### src/rtl/mem_port_arbiter.sv
// Two-requester arbiter for a single-port synchronous memory.
// The fetch side (i_*) and the data side (d_*) share one memory port. The data
// side has fixed priority, but a saturating streak counter guarantees the fetch
// side a grant after STARVE_MAX back-to-back data grants while it is waiting.
// Every access takes three cycles: IDLE (arbitrate) -> ACCESS (strobe) -> RESP
// (capture read data), with ready pulsing in the cycle after RESP.

module mem_port_arbiter #(
  parameter int unsigned ADDR_W     = 32,
  parameter int unsigned DATA_W     = 32,
  parameter int unsigned STARVE_MAX = 4
) (
  input  logic              clk,
  input  logic              rst,

  // Fetch side
  input  logic              i_req,
  input  logic [ADDR_W-1:0] i_addr,
  output logic              i_ready,
  output logic [DATA_W-1:0] i_rdata,

  // Data side
  input  logic              d_req,
  input  logic              d_we,
  input  logic [ADDR_W-1:0] d_addr,
  input  logic [DATA_W-1:0] d_wdata,
  output logic              d_ready,
  output logic [DATA_W-1:0] d_rdata,

  // Memory port
  output logic              mem_en,
  output logic              mem_we,
  output logic [ADDR_W-1:0] mem_addr,
  output logic [DATA_W-1:0] mem_wdata,
  input  logic [DATA_W-1:0] mem_rdata,

  // Pipeline stalls
  output logic              stall_i,
  output logic              stall_d
);

  typedef enum logic [1:0] {
    StIdle,
    StAccess,
    StResp
  } state_e;

  localparam logic [3:0] StreakMax = 4'(STARVE_MAX);

  // Mask that clears the byte offset within a 32-bit word.
  localparam logic [ADDR_W-1:0] WordMask = ~ADDR_W'(3);

  state_e              state_q;
  logic [3:0]          d_streak_q;
  logic                sel_d_q;     // winner of the in-flight access is the data side
  logic                we_q;        // in-flight access is a store
  logic                i_ready_q;
  logic                d_ready_q;
  logic [DATA_W-1:0]   i_rdata_q;
  logic [DATA_W-1:0]   d_rdata_q;
  logic                mem_en_q;
  logic                mem_we_q;
  logic [ADDR_W-1:0]   mem_addr_q;
  logic [DATA_W-1:0]   mem_wdata_q;

  logic                any_req;
  logic                grant_d;
  logic                i_starved;
  logic [ADDR_W-1:0]   grant_addr;
  logic [DATA_W-1:0]   grant_wdata;
  logic                grant_we;
  logic [3:0]          d_streak_d;

  // Arbitration decision and the streak counter's next value for an IDLE grant.
  always_comb begin
    any_req     = i_req | d_req;
    i_starved   = i_req & (d_streak_q == StreakMax);
    grant_d     = d_req & ~i_starved;
    grant_addr  = (grant_d ? d_addr : i_addr) & WordMask;
    grant_wdata = grant_d ? d_wdata : '0;
    grant_we    = grant_d & d_we;

    d_streak_d = '0;
    if (grant_d && i_req) begin
      // Only D grants that make I wait count towards starvation.
      d_streak_d = (d_streak_q == StreakMax) ? d_streak_q : d_streak_q + 4'd1;
    end
  end

  // Access sequencer: state, latched winner, registered memory strobes and responses.
  always_ff @(posedge clk or negedge rst) begin
    if (!rst) begin
      state_q     <= StIdle;
      d_streak_q  <= '0;
      sel_d_q     <= 1'b0;
      we_q        <= 1'b0;
      i_ready_q   <= 1'b0;
      d_ready_q   <= 1'b0;
      i_rdata_q   <= '0;
      d_rdata_q   <= '0;
      mem_en_q    <= 1'b0;
      mem_we_q    <= 1'b0;
      mem_addr_q  <= '0;
      mem_wdata_q <= '0;
    end else begin
      // Ready is a single-cycle pulse.
      i_ready_q <= 1'b0;
      d_ready_q <= 1'b0;

      unique case (state_q)
        StIdle: begin
          if (any_req) begin
            sel_d_q     <= grant_d;
            we_q        <= grant_we;
            d_streak_q  <= d_streak_d;
            mem_en_q    <= 1'b1;
            mem_we_q    <= grant_we;
            mem_addr_q  <= grant_addr;
            mem_wdata_q <= grant_wdata;
            state_q     <= StAccess;
          end
        end

        StAccess: begin
          mem_en_q    <= 1'b0;
          mem_we_q    <= 1'b0;
          mem_addr_q  <= '0;
          mem_wdata_q <= '0;
          state_q     <= StResp;
        end

        StResp: begin
          // mem_rdata is valid now, one cycle after the read strobe.
          if (sel_d_q) begin
            d_ready_q <= 1'b1;
            if (!we_q) begin
              d_rdata_q <= mem_rdata;
            end
          end else begin
            i_ready_q <= 1'b1;
            i_rdata_q <= mem_rdata;
          end
          state_q <= StIdle;
        end

        default: begin
          state_q <= StIdle;
        end
      endcase
    end
  end

  assign i_ready   = i_ready_q;
  assign d_ready   = d_ready_q;
  assign i_rdata   = i_rdata_q;
  assign d_rdata   = d_rdata_q;
  assign mem_en    = mem_en_q;
  assign mem_we    = mem_we_q;
  assign mem_addr  = mem_addr_q;
  assign mem_wdata = mem_wdata_q;

  // A requester stalls until the cycle its ready pulses.
  assign stall_i = i_req & ~i_ready_q;
  assign stall_d = d_req & ~d_ready_q;

endmodule

### config.mk
export PLATFORM = sky130hd
export DESIGN_NAME = mem_port_arbiter
export DESIGN_NICKNAME = d
export VERILOG_FILES = /design/src/rtl/mem_port_arbiter.sv
export SDC_FILE = /design/constraint.sdc
export NUM_CORES = 1
export LEC_CHECK = 0
export ABC_AREA = 1
export ABC_CLOCK_PERIOD_IN_PS = 2250
export BUFFER_PORTS_ARGS = -buffer_cell sky130_fd_sc_hd__buf_2
export CORE_ASPECT_RATIO = 1.2
export CORE_MARGIN = 5
export CORE_UTILIZATION = 51
export CTS_CLUSTER_SIZE = 40
export DETAILED_ROUTE_END_ITERATION = 16
export GPL_TIMING_DRIVEN = 0
export PLACE_DENSITY = 0.95
export RECOVER_POWER = 100
export SLEW_MARGIN = 40
export SYNTH_ARGS = -nofsm -noshare
export SYNTH_HDL_FRONTEND = slang
export SYNTH_SLANG_ARGS = --single-unit
### constraint.sdc
create_clock -name clk -period 2.25 [get_ports clk]
set_input_delay 0.45 -clock clk [delete_from_list [all_inputs] [get_ports clk]]
set_output_delay 0.45 -clock clk [all_outputs]
set_load 0.03 [all_outputs]
# == Word level (Yosys, flattened, before mapping) ==
# Cells that the tools add are included.
# classes
add_sub_neg,1
eq_ne,5
muxes,18
bitwise_logic,11
n_reduce_logical,8
# ops
op,count
$mux 32,4
$pmux 32 s2,2
$mux 4,2
$mux 1,6
$reduce_and 2->1,3
$reduce_and 3->1,2
$and 1x1->1,5
$not 1->1,5
$add 4x1->4 const B,1
$eq 4x3->1 const B,1
$ne 2x2->1 const B,2
$pmux 1 s2,2
$pmux 2 s2,1
$eq 2x1->1 const B,1
$eq 2x2->1 const B,1
$logic_not 2->1,1
$mux 2,1
$reduce_bool 2->1,1
$logic_and 1x1->1,1
$or 1x1->1,1
# totals
register_bits,140
input_bits,133
out_inout_bits,134
wordCells,55

# == Depth between registers and ports, before layout ==
# depth
depth_word,7
mapped_depth,10
ltp_nobuf,9

# == Worst setup path after synthesis ==
# No wires, ideal clock.
# synth_path
kind,input port to output port
from,in d_req
to,out stall_d
arrival_ns,1.323
required_time_ns,1.800
setup_slack_ns,0.477
stages,4
path_buffers,2
path_cell_list,buf_4 > clkbuf_1 > inv_1 > nor2_1
# synth_between
elab_chain_len,1
# synth_rtl
element,line,source
"start, declared",23,"input logic d_req,"
$and 1x1->1,164,assign stall_d = d_req & ~d_ready_q;
"end, declared",39,output logic stall_d
# No other way between the ends.

# == Worst setup path after layout ==
# Same ends and word-level chain as after synthesis.

==> results.toml <==
[placement]
dp_hpwl_um = 12600
gp_congestion = 0.827
io_buffer_count = 259

[floorplan]
core_region_area_um2 = 11400
dieHeight_um = 127
pin_count = 267
dieArea_um2 = 13700
initial_core_util_pct = 51.4
die_w_um = 108
fp-row-count = 43

[clock_tree]
cts_buffers = 17
clock_latency_ns = 0.41
cts_sinks = 138
cts.path.max_buffers = 2
h-tree-depth = 4
cts_tree = "built"
ctsResizeCount = 0
root_buffer = "clkbuf_16"
clkTransAtPathRegs_ns = 0.06

[setup_path]
path_depth = 5
rr_startpoint = "d_streak_q[0]"
r2r_slack_ns = 0.38
critical_path.most_common_cell = "clkbuf_1"
cp_slowest_cell = "clkbuf_1"
worstSetupEndpointType = "output port"
worst_setup_path_start_kind = "input pin"
rr_worst_depth = 10
rr_endpoint = "mem_addr[24]"
worst-path-max-fanout = 10
cpLargestDelayFamily = "buffers and inverters"
cp_data_arrival_time_ns = 1.44
worst-path-buf-inv = 4
startpoint = "d_req"
path_cells = "buf_4, clkbuf_1, inv_1, nor2_1, clkbuf_1"
crit_path_max_incr_delay_ns = 0.35
crit_end = "stall_d"
cp.required_ns = 1.80
path_class = "in2out"

[yosys]
synth-edff-count = 0
yosys-top-cells-count = "269 x nand2_1, 138 x dfrtp_1, 105 x inv_1"
yosysMostFrequentCell = "nand2_1"
yosysTopAreaCellShare_pct = 58.9
ys_async_sr_fraction_pct = 100
ys_top_cells_by_area = "dfrtp_1 59%, nand2_1 17%, inv_1 6.7%"
syn_area_per_cell_um2 = 8.31
yosysSeqAreaShare_pct = 58.9
synth_area_um2 = 5860
synthDistinctLibCells = 20
synthCells = 705
synth-seq-cells = 138
ys.flop_type = "dfrtp_1"
yosysWarnings = 0
synth_top_area_cell = "dfrtp_1"

[sta]
hold_viol = 0
post-route-period-util_pct = 84.1
worst_pin_slew_ns = 0.528
hold_ws_ns = 0.239
min_period_ns = 1.89
fmax_mhz = 529
rsz0062_at_grt = "false"
finalSetupViolations = 0
slew_headroom_pct = 64.8
finalClockSkew_ns = 0.00808
drv_slew = 0

[pwr]
irDropWorstVdd_mv = 1.02
power_leakage_uw = 0.00441
power_density_nw_per_um2 = 1630

[grt]
busiest_layer = "met2"
grt_pass1_vias = 5561
met1_usage_pct = 27.8
use_met2_pct = 43.4
grt_pass1_wl_um = 26700
gr-usage-all-layers_pct = 24.5
gr-usage-met3_pct = 7.48
antenna_found_initial = 0
grt_max_degree = 74
grt_overflow = 0

[routing]
wl_um = 16900
antenna_left = 0
num_vias = 5613
viasPerCell = 4.86
firstDrtPassIters = 5
first_iter_violations = 335
wl_per_cell_um = 14.7
remaining_drc_errors = 0

[cells_and_area]
fin_nets = 1121
layout-drive-gt1-share_pct = 17.8
final_util_pct = 68.6
area.growth.synth_to_final_pct = 33.5
diodes = 0

[status]
status = "finished clean"

[flow_run]
drv_cap = 0

[worst_hold_path]
holdCritPathClass = "in2reg"
min-delay-start = "d_wdata[18]"
final cells by class:
| cell class | count | area (µm²) |
|---|---|---|
| fillers | 976 | 3580 |
| well taps | 157 | 196 |
| inverters | 106 | 398 |
| clock buffers | 18 | 439 |
| flip-flops and latches | 138 | 3450 |
| clock inverters | 12 | 175 |
| multi-input cells | 424 | 1790 |
| plain buffers | 38 | 195 |
| repair buffers | 261 | 1180 |
power breakdown:
group / total [µW] / leakage [µW] / switching (µW) / internal, µW
Combinational: 5570 / 0.00237 / 4290 / 1280
Clock: 2890 / 0.000294 / 1030 / 1870
Sequential: 4310 / 0.00175 / 671 / 3640
registers in the layout (all words and copies together) (netlist names):
signal	cells
d_rdata	32
d_ready	1
d_streak_q	4
i_rdata	32
i_ready	1
mem_addr	30
mem_en	1
mem_wdata	32
mem_we	1
sel_d_q	1
state_q	2
we_q	1
placed cells by master (no fill, tap or decap):
cell type,n
nor2_2,1
clkbuf_1,153
buf_6,3
buf_16,1
nand3_1,64
clkinvlp_4,3
clkbuf_8,1
clkinv_2,3
buf_2,135
dlygate4sd3_1,1
nor2_4,1
bufinv_16,4
nor3_1,1
nand2_1,270
inv_1,106
a21oi_1,2
buf_4,5
conb_1,2
dfrtp_1,138
buf_8,1
nand4_1,2
ha_1,2
clkbuf_16,17
o21ai_0,66
clkinv_4,2
nor2_1,13
logic make-up after synthesis:
kind of cell,synth area share [%]
simple gates,24.5
buf+inv,10.3
flops,58.9
compound gates,5.81
fa+ha+maj,0.427
other cells,0.0640
worst min-delay path by stage:
| stage | endpoint | depth (start not counted) |
|---|---|---|
| final | mem_wdata[18] | 3 |
| after global routing | mem_wdata[27] | 3 |
| after CTS | mem_wdata[18] | 3 |
| after detailed placement | d_rdata[8] | 1 |
| after global placement | mem_en | 2 |
| after floorplan | d_rdata[0] | 0 |
per-stage QoR:
| step | cell area, µm² | setup TNS [ns] | std cells | power, µW | setup WS [ns] |
|---|---|---|---|---|---|
| 3_5_place_dp | 7390 | 0 | 1123 | 10200 | 0.473 |
| 2_1_floorplan | 5860 | 0 | 706 | 8170 | 0.477 |
| 4_1_cts | 8020 | 0 | 1154 | 13200 | 0.466 |
| 6_report | 7830 | 0 | 1154 | 12800 | 0.358 |
| 5_1_grt | 7830 | 0 | 1154 | 13500 | 0.198 |
| 3_3_place_gp | 7360 | -152.12 | 1122 | 9980 | -1.11 |
tightest hold or removal path: stages:
cell,delay [ns]
buf_2,0.07
nand2_1,0.04
nand2_1,0.04
metal layers:
| layer | up-vias | wire length (µm) |
|---|---|---|
| li1 | 2698 | - |
| met1 | 2665 | 6410 |
| met2 | 228 | 8820 |
| met3 | 22 | 1390 |
| met4 | 0 | 295 |
| met5 | - | 0 |
what timing repair did:
item | in CTS | in global routing
buffers inserted | 0 | 0
hold endpoints to repair | 14 | 0
hold buffers | 1 | 0
Power figures use the tool's default switching activity.
